===== src/rtl/writeback_regfile_if.sv =====
// MEM/WB writeback and decode read-port bundle for writeback_regfile.
// The master drives the pipeline-side inputs; the slave is the register file.
interface writeback_regfile_if #(
   parameter int DATA_WIDTH = 32,
   parameter int ADDR_WIDTH = 5,
   parameter int CNT_WIDTH  = 32
);
   logic                  RegWriteW;
   logic                  MemtoRegW;
   logic                  JalW;
   logic [DATA_WIDTH-1:0] MemReadDataW;
   logic [DATA_WIDTH-1:0] ALUResultW;
   logic [DATA_WIDTH-1:0] PCPlus4W;
   logic [ADDR_WIDTH-1:0] WriteRegW;
   logic [ADDR_WIDTH-1:0] ReadReg1D;
   logic [ADDR_WIDTH-1:0] ReadReg2D;
   logic [ADDR_WIDTH-1:0] DbgRegAddr;
   logic [DATA_WIDTH-1:0] ResultW;
   logic [DATA_WIDTH-1:0] ReadData1D;
   logic [DATA_WIDTH-1:0] ReadData2D;
   logic [DATA_WIDTH-1:0] DbgRegData;
   logic [CNT_WIDTH-1:0]  WriteCount;

   modport master (
      output RegWriteW, MemtoRegW, JalW, MemReadDataW, ALUResultW, PCPlus4W,
             WriteRegW, ReadReg1D, ReadReg2D, DbgRegAddr,
      input  ResultW, ReadData1D, ReadData2D, DbgRegData, WriteCount
   );

   modport slave (
      input  RegWriteW, MemtoRegW, JalW, MemReadDataW, ALUResultW, PCPlus4W,
             WriteRegW, ReadReg1D, ReadReg2D, DbgRegAddr,
      output ResultW, ReadData1D, ReadData2D, DbgRegData, WriteCount
   );
endinterface


===== src/rtl/writeback_regfile.sv =====
// Writeback result select, 2**ADDR_WIDTH-entry register file with write-through
// decode reads, unbypassed debug read, and a retired-write counter.
module writeback_regfile #(
   parameter int DATA_WIDTH = 32,
   parameter int ADDR_WIDTH = 5,
   parameter int CNT_WIDTH  = 32
) (
   input logic           Clk,
   input logic           Reset_n,
   writeback_regfile_if.slave wb
);
   localparam int DEPTH = 2 ** ADDR_WIDTH;

   logic [DATA_WIDTH-1:0] regs_q [DEPTH];
   logic [DATA_WIDTH-1:0] regs_d [DEPTH];
   logic [CNT_WIDTH-1:0]  write_count_q;
   logic [CNT_WIDTH-1:0]  write_count_d;
   logic [DATA_WIDTH-1:0] result;
   logic                  commit;
   logic                  bypass_en;

   always_comb begin
      if (wb.JalW)           result = wb.PCPlus4W;
      else if (wb.MemtoRegW) result = wb.MemReadDataW;
      else                   result = wb.ALUResultW;
   end

   assign commit    = wb.RegWriteW && (wb.WriteRegW != '0);
   // A write that reset is about to discard must not be forwarded either.
   assign bypass_en = commit && Reset_n;

   // NOTE: every output of a combinational block gets a default first, otherwise
   // a missing branch silently infers a latch.
   always_comb begin
      regs_d        = regs_q;
      write_count_d = write_count_q;
      if (commit) begin
         regs_d[wb.WriteRegW] = result;
         write_count_d        = write_count_q + CNT_WIDTH'(1);
      end
   end

   always_comb begin
      wb.ReadData1D = regs_q[wb.ReadReg1D];
      if (wb.ReadReg1D == '0)
         wb.ReadData1D = '0;
      else if (bypass_en && (wb.WriteRegW == wb.ReadReg1D))
         wb.ReadData1D = result;
   end

   always_comb begin
      wb.ReadData2D = regs_q[wb.ReadReg2D];
      if (wb.ReadReg2D == '0)
         wb.ReadData2D = '0;
      else if (bypass_en && (wb.WriteRegW == wb.ReadReg2D))
         wb.ReadData2D = result;
   end

   always_comb begin
      wb.DbgRegData = regs_q[wb.DbgRegAddr];
      if (wb.DbgRegAddr == '0) wb.DbgRegData = '0;
   end

   assign wb.ResultW    = result;
   assign wb.WriteCount = write_count_q;

   // NOTE: the register array is reset because every entry must read 0 while
   // reset is held; sequential state uses non-blocking assignments only.
   always_ff @(posedge Clk or negedge Reset_n) begin
      if (!Reset_n) begin
         for (int i = 0; i < DEPTH; i++) regs_q[i] <= '0;
         write_count_q <= '0;
      end else begin
         regs_q        <= regs_d;
         write_count_q <= write_count_d;
      end
   end
endmodule


===== src/flat_wrapper.sv =====
// flat-port wrapper written by rule: the top's interface ports become plain ports
module writeback_regfile_flat 
#(
   parameter int DATA_WIDTH = 32,
   parameter int ADDR_WIDTH = 5,
   parameter int CNT_WIDTH  = 32
)
  (Clk, Reset_n, wb_RegWriteW, wb_MemtoRegW, wb_JalW, wb_MemReadDataW, wb_ALUResultW, wb_PCPlus4W, wb_WriteRegW, wb_ReadReg1D, wb_ReadReg2D, wb_DbgRegAddr, wb_ResultW, wb_ReadData1D, wb_ReadData2D, wb_DbgRegData, wb_WriteCount);
  writeback_regfile_if #(.DATA_WIDTH(DATA_WIDTH), .ADDR_WIDTH(ADDR_WIDTH), .CNT_WIDTH(CNT_WIDTH)) wb_i ();
  input logic Clk;
  input logic Reset_n;
  input wire logic [$bits(wb_i.RegWriteW)-1:0] wb_RegWriteW;
  input wire logic [$bits(wb_i.MemtoRegW)-1:0] wb_MemtoRegW;
  input wire logic [$bits(wb_i.JalW)-1:0] wb_JalW;
  input wire logic [$bits(wb_i.MemReadDataW)-1:0] wb_MemReadDataW;
  input wire logic [$bits(wb_i.ALUResultW)-1:0] wb_ALUResultW;
  input wire logic [$bits(wb_i.PCPlus4W)-1:0] wb_PCPlus4W;
  input wire logic [$bits(wb_i.WriteRegW)-1:0] wb_WriteRegW;
  input wire logic [$bits(wb_i.ReadReg1D)-1:0] wb_ReadReg1D;
  input wire logic [$bits(wb_i.ReadReg2D)-1:0] wb_ReadReg2D;
  input wire logic [$bits(wb_i.DbgRegAddr)-1:0] wb_DbgRegAddr;
  output wire logic [$bits(wb_i.ResultW)-1:0] wb_ResultW;
  output wire logic [$bits(wb_i.ReadData1D)-1:0] wb_ReadData1D;
  output wire logic [$bits(wb_i.ReadData2D)-1:0] wb_ReadData2D;
  output wire logic [$bits(wb_i.DbgRegData)-1:0] wb_DbgRegData;
  output wire logic [$bits(wb_i.WriteCount)-1:0] wb_WriteCount;
  assign wb_i.RegWriteW = wb_RegWriteW;
  assign wb_i.MemtoRegW = wb_MemtoRegW;
  assign wb_i.JalW = wb_JalW;
  assign wb_i.MemReadDataW = wb_MemReadDataW;
  assign wb_i.ALUResultW = wb_ALUResultW;
  assign wb_i.PCPlus4W = wb_PCPlus4W;
  assign wb_i.WriteRegW = wb_WriteRegW;
  assign wb_i.ReadReg1D = wb_ReadReg1D;
  assign wb_i.ReadReg2D = wb_ReadReg2D;
  assign wb_i.DbgRegAddr = wb_DbgRegAddr;
  assign wb_ResultW = wb_i.ResultW;
  assign wb_ReadData1D = wb_i.ReadData1D;
  assign wb_ReadData2D = wb_i.ReadData2D;
  assign wb_DbgRegData = wb_i.DbgRegData;
  assign wb_WriteCount = wb_i.WriteCount;
  writeback_regfile #(.DATA_WIDTH(DATA_WIDTH), .ADDR_WIDTH(ADDR_WIDTH), .CNT_WIDTH(CNT_WIDTH)) u_core (.Clk(Clk), .Reset_n(Reset_n), .wb(wb_i));
endmodule

===== config.mk =====
export PLATFORM = sky130hd
export DESIGN_NAME = writeback_regfile_flat
export DESIGN_NICKNAME = d
export VERILOG_FILES = /design/src/rtl/writeback_regfile_if.sv /design/src/rtl/writeback_regfile.sv /design/src/flat_wrapper.sv
export SDC_FILE = /design/constraint.sdc
export NUM_CORES = 2
export LEC_CHECK = 0
export BUFFER_PORTS_ARGS = -buffer_cell sky130_fd_sc_hd__clkbuf_2
export CAP_MARGIN = 30
export CELL_PAD_IN_SITES_DETAIL_PLACEMENT = 1
export CELL_PAD_IN_SITES_GLOBAL_PLACEMENT = 2
export CORE_ASPECT_RATIO = 0.5
export CORE_MARGIN = 1
export CORE_UTILIZATION = 45
export CTS_BUF_LIST = sky130_fd_sc_hd__clkbuf_2 sky130_fd_sc_hd__clkbuf_4 sky130_fd_sc_hd__clkbuf_8
export DETAILED_ROUTE_END_ITERATION = 12
export MAX_ROUTING_LAYER = met4
export PLACE_DENSITY_LB_ADDON = 0.1
export SYNTH_ARGS = -nofsm -noshare
export SYNTH_HDL_FRONTEND = slang
export SYNTH_SLANG_ARGS = --single-unit
export TNS_END_PERCENT = 5

===== constraint.sdc =====
create_clock -name Clk -period 3.69 [get_ports Clk]
set_input_delay 0.369 -clock Clk [delete_from_list [all_inputs] [get_ports Clk]]
set_output_delay 0.369 -clock Clk [all_outputs]
set_load 0.1 [all_outputs]

Yosys cells after proc, flatten, opt, wreduce, memory -nomap -nowiden
Cells that the tools add are included.
{"block": "totals", "ff_bits": 1056, "memories": 0, "rom_bits": 0, "out_inout_bits": 160, "ramBits": 0, "elab_cells": 73, "latchBits": 0}
{"block": "op_classes", "reduce_logical": 9, "bitwise_logic": 4, "n_shift": 0, "order_cmp": 5, "n_addsub": 1, "multipliers": 0, "n_mux": 19, "eq_ne": 2, "div_mod_pow": 0}
{"operator": "1024-bit bitwise mux", "count": 1}
{"operator": "32-bit binary-select mux with 5-bit select", "count": 3}
{"operator": "32-bit two-way mux", "count": 14}
{"operator": "32-bit demux with 5-bit select", "count": 1}
{"operator": "32-bit by 1-bit adder with 32-bit output, second input constant", "count": 1}
{"operator": "6-bit >= comparator, second input constant", "count": 4}
{"operator": "5-bit inverter with 6-bit output", "count": 4}
{"operator": "5-bit zero test", "count": 3}
{"operator": "5-bit equality test", "count": 2}
{"operator": "6-bit by 1-bit less-than comparator with 1-bit output, second input constant", "count": 1}
{"operator": "1-bit logical AND", "count": 5}
{"operator": "5-bit nonzero test", "count": 1}

Depth between registers and ports, before layout
{"block": "logic_depth", "depth_word": 6, "ltp_mapped": 10}

Worst setup path before layout
No wires, ideal clock.
{"block": "synth_path", "path_type": "input-to-output", "from": "input port wb_MemtoRegW", "to": "output port wb_ReadData2D[30]", "stages": 7, "path_buffers": 2, "arrival_time_ps": 4020, "setup_slack_ps": -699, "cell_sequence": "clkbuf_1 buf_2 mux2i_1 o21a_1 inv_1 o21ai_0 nor3_1"}
{"block": "synth_via", "elab_chain_cells": 4}
{"element": "from (decl)", "line": "flat_wrapper.sv:13", "source": "input wire logic [$bits(wb_i.MemtoRegW)-1:0] wb_MemtoRegW;"}
{"element": "32-bit two-way mux", "line": "writeback_regfile.sv:24", "source": "else if (wb.MemtoRegW) result = wb.MemReadDataW;"}
{"element": "32-bit two-way mux", "line": "writeback_regfile.sv:23", "source": "if (wb.JalW) result = wb.PCPlus4W;"}
{"element": "via wb_ResultW[30]", "line": "flat_wrapper.sv:22", "source": "output wire logic [$bits(wb_i.ResultW)-1:0] wb_ResultW;"}
{"element": "32-bit two-way mux", "line": "writeback_regfile.sv:55", "source": "else if (bypass_en && (wb.WriteRegW == wb.ReadReg2D))"}
{"element": "32-bit two-way mux", "line": "writeback_regfile.sv:53", "source": "if (wb.ReadReg2D == '0)"}
{"element": "to (decl)", "line": "flat_wrapper.sv:24", "source": "output wire logic [$bits(wb_i.ReadData2D)-1:0] wb_ReadData2D;"}
The timed path passes the listed nets, and every way through them passes these cells.

Worst setup path in the final report
{"block": "layout_path", "from": "register u_core.regs_q[864] (netlist bit)", "to": "output port wb_ReadData2D[0]"}
{"block": "layout_via", "elab_chain_cells": 5}
{"element": "from (decl)", "line": "writeback_regfile.sv:14", "source": "logic [DATA_WIDTH-1:0] regs_q [DEPTH];"}
{"element": "from (signal assigned)", "line": "writeback_regfile.sv:74", "source": "regs_q <= regs_d;"}
{"element": "32-bit binary-select mux with 5-bit select", "line": "writeback_regfile.sv:52", "source": "wb.ReadData2D = regs_q[wb.ReadReg2D];"}
{"element": "32-bit two-way mux (implied by the code) (2 in series)", "line": "writeback_regfile.sv:52"}
{"element": "32-bit two-way mux", "line": "writeback_regfile.sv:55"}
{"element": "32-bit two-way mux", "line": "writeback_regfile.sv:53"}
No other way between the ends. The select of a mux whose other input is x is not followed.

==> flow_summary_export.csv <==
group,metric,value,unit
routing,totalWireLength,280000,um
setup_path,cp_cell_sequence,"mux4_2 > mux2i_1 > nor2_1 > a311oi_1 > buf_4 > a21oi_1 > buf_12",
power,vdd_drop_max,0.339,mV
placement,hpwlAfterDp,178000,um
finish,multi_input_area,0.0346,sq mm
die,initial_core_util,45.5,%
die,dieWidth,535,um
setup_path,crit_path_max_fanout,4,
placement,gp_congestion,0.932,
finish,instances_no_fill,8134,
logic_synthesis,syn_inst,5985,
power,switching_share,36.8,%
power,seq_power_share,40.6,%
setup_path,end_kind,"output pin",
setup_path,startpoint,"u_core.regs_q[864]",
routing,postRouteAntennaNets,0,
logic_synthesis,synth_area,0.0638,sq mm
die,io_pins,281,
logic_synthesis,ys_async_sr_fraction,100,%
logic_synthesis,synth-seq-cells,1056,
setup_path,cp.depth,7,
power,power.switching,14.5,mW
timing,slew_viol_final,0,
setup_path,rr_startpoint,"u_core.wb.WriteCount[10]",
placement,dp_cells,7820,
setup_path,crit_family,"multiplexers",
global_routing,antenna_found_initial,12,
power,finalPower,39.5,mW
setup_path,slowest_stage,"a311oi_1",
timing,worstMarginPinSlew,1.15,ns
routing,first_pass_iters,6,
timing,skew,0.0179,ns
clocking,clkTransAtPathRegs,0.07,ns
clocking,cts_tree,"built",
finish,fillers,14900,
setup_path,path_class,"flop to output pin",
min_path,hp-class,"input port to flop",
logic_synthesis,avgSynthCellArea,10.7,sq um
setup_path,worstPathRequired,3.32,ns
run_status,outcome,"finished, final reports clean",
power,powerDensity,534,mW/mm^2
setup_path,arrival,3.19,ns
setup_path,max_stage_delay,0.47,ns
finish,syn_to_final_growth,15.9,%
setup_path,start_kind,"flop",
timing,finalSetupViolCount,0,
clocking,clock-sinks,1056,
logic_synthesis,yosysWarnings,0,
finish,seq_area,0.0264,sq mm
timing,hold_viol_final,0,
min_path,min_from,"wb_PCPlus4W[1]",
power,internal-power,25.0,mW
timing,maxSlewHeadroom,23.4,%
logic_synthesis,yosysUniqueCellTypes,54,
power,leakagePower,32.8,nW
clocking,clock_latency,0.90,ns
timing,period_minus_slack,3.56,ns
global_routing,grt_pass1_vias,55200,
die,dieArea,0.143,sq mm
routing,drc,0,
timing,rsz0062_at_grt,"false",
clocking,clockBufferDepth,4,
routing,viasPerCell,6.75,
logic_synthesis,syn-num-nets,6107,
routing,num_vias,54900,
flow_run,maxCapViolCount,0,
die,die_h,268,um
die,coreArea,0.140,sq mm
timing,tns,0,ns
min_path,hold_depth,4,
global_routing,globalRouteTotalUtil,40.4,%
power,power_frac_clock,29.2,%
timing,max_freq,281,MHz
placement,dp_slack,0.178,ns
die,num_rows,97,
timing,fin_ws,0.127,ns
global_routing,grt_max_degree,174,
routing,drt-initial-drc-count,6456,
setup_path,r2r.worst_path.cells,6,
routing,wire_per_inst,34.5,um
setup_path,worst-path-buf-inv,2,
clocking,cts_root_buf,"clkbuf_8",
logic_synthesis,synth_top_flop_cell,"dfrtp_1",
clocking,cts_max_level,4,
power,pwr-share-comb,30.2,%
global_routing,grt-ovfl-total,0,
logic_synthesis,synth_edf_count,0,
clocking,cts_buffers,175,
finish,drive_above_1_share,25.8,%
logic_synthesis,ys_seq_area_share,41.4,%
finish,nets,6242,
timing,fin_crit_sh,96.6,%
placement,io_buffers,280,
global_routing,grt_pass1_wl,405000,um
==> repair_timing <==
item	CTS	global route
resized for setup	0	1
setup buffers	0	0
endpoints found under the setup margin	0	1
endpoints found under the hold margin	442	0
hold buffers	4	0
==> state kept, by name (all words and copies together), names as in the netlist <==
signal	count
u_core.regs_q	1024
u_core.wb.WriteCount	32
==> Yosys cell counts (44+ instances only) <==
cell	instances	share of area, %
clkbuf_1	388	2.3
mux2i_1	568	8.9
buf_4	51	0.60
mux4_2	586	21
inv_1	68	0.40
o21ai_0	796	6.2
nand3_1	73	0.57
dfrtp_1	1056	41
buf_2	148	1.2
o21ai_1	283	2.2
buf_1	44	0.26
a221oi_1	55	0.75
nor2_1	112	0.66
a22oi_1	154	1.8
nand2_1	1203	7.1
==> final cells by class <==
type / count / share of cell area (%)
antenna: 11 / 0.0372
clock buffer: 272 / 4.62
clock inverter: 27 / 0.403
inverter: 70 / 0.355
multi-input combinational: 4206 / 46.8
sequential: 1056 / 35.7
tap: 1881 / 3.18
timing repair buffer: 611 / 8.93
==> routing by layer <==
metal  share of wire [%]  track usage, %  vias to the layer above
met3                  11            11.5                      672
met2                  44            57.9                     2987
met5                   0               -                        -
met1                  42            54.7                    28900
li1                    -               -                    22400
met4                 3.9            14.9                        0
==> worst paths after layout <==
check / endpoint / slack, ns
max: wb_ReadData2D[0] / 0.13
min: u_core.regs_q[641] / 0.06
max reg2reg: u_core.wb.WriteCount[28] / 1.66
min reg2reg: u_core.regs_q[1022] / 0.41
max in group asynchronous: u_core.regs_q[793] / 1.87
min in group asynchronous: u_core.regs_q[862] / 0.13
==> power by group through the flow <==
| stage | sequential, mW | combinational [mW] | clock (mW) |
|---|---|---|---|
| global route | 16.2 | 12.6 | 12.1 |
| floorplan | 15.5 | 7.72 | 0 |
| detailed placement | 16.1 | 11.8 | 0 |
| finish | 16.0 | 11.9 | 11.5 |
| global placement | 15.9 | 11.4 | 0 |
| CTS | 15.9 | 11.8 | 11.7 |
==> metrics by stage <==
step,hold slack (ns),cell area [sq um],utilization (%)
after floorplan,0.0734,63800,-
after global placement,0.256,70000,49.9
final,0.0614,74000,52.7
after CTS,0.00626,73900,52.7
after detailed placement,0.255,70200,50.0
after global routing,0.0526,74000,52.7
==> tightest hold or removal path: cells and delay by family <==
kind / cells / cell delay (ns)
buffers and inverters: 2 / 0.33
AOI/OAI and AO/OA: 2 / 0.25
==> kinds of logic (layout without fill, tap and decap cells) <==
logic type	Yosys count	after routing	share of synthesized area, %
other	0	11	0
AND/OR/NAND/NOR	1503	1503	9.48
buffers and inverters	723	980	5.11
multiplexers	1190	1190	30.3
XOR/XNOR	41	41	0.563
adder cells (fa/ha/maj)	1	1	0.0196
AO/OA/AOI/OAI	1471	1471	13.1
flip-flops	1056	1056	41.4
==> cell usage in the layout (no fill, tap or decap), types with 73 or more instances in the layout <==
cell	count
nand2_1	1174
clkbuf_2	172
dfrtp_1	1056
mux4_2	586
clkbuf_8	221
buf_4	239
buf_12	179
nor2_1	109
a22oi_1	154
mux2i_1	568
o21ai_0	796
o21ai_1	283
nand3_1	73
Power figures use the tool's default switching activity.
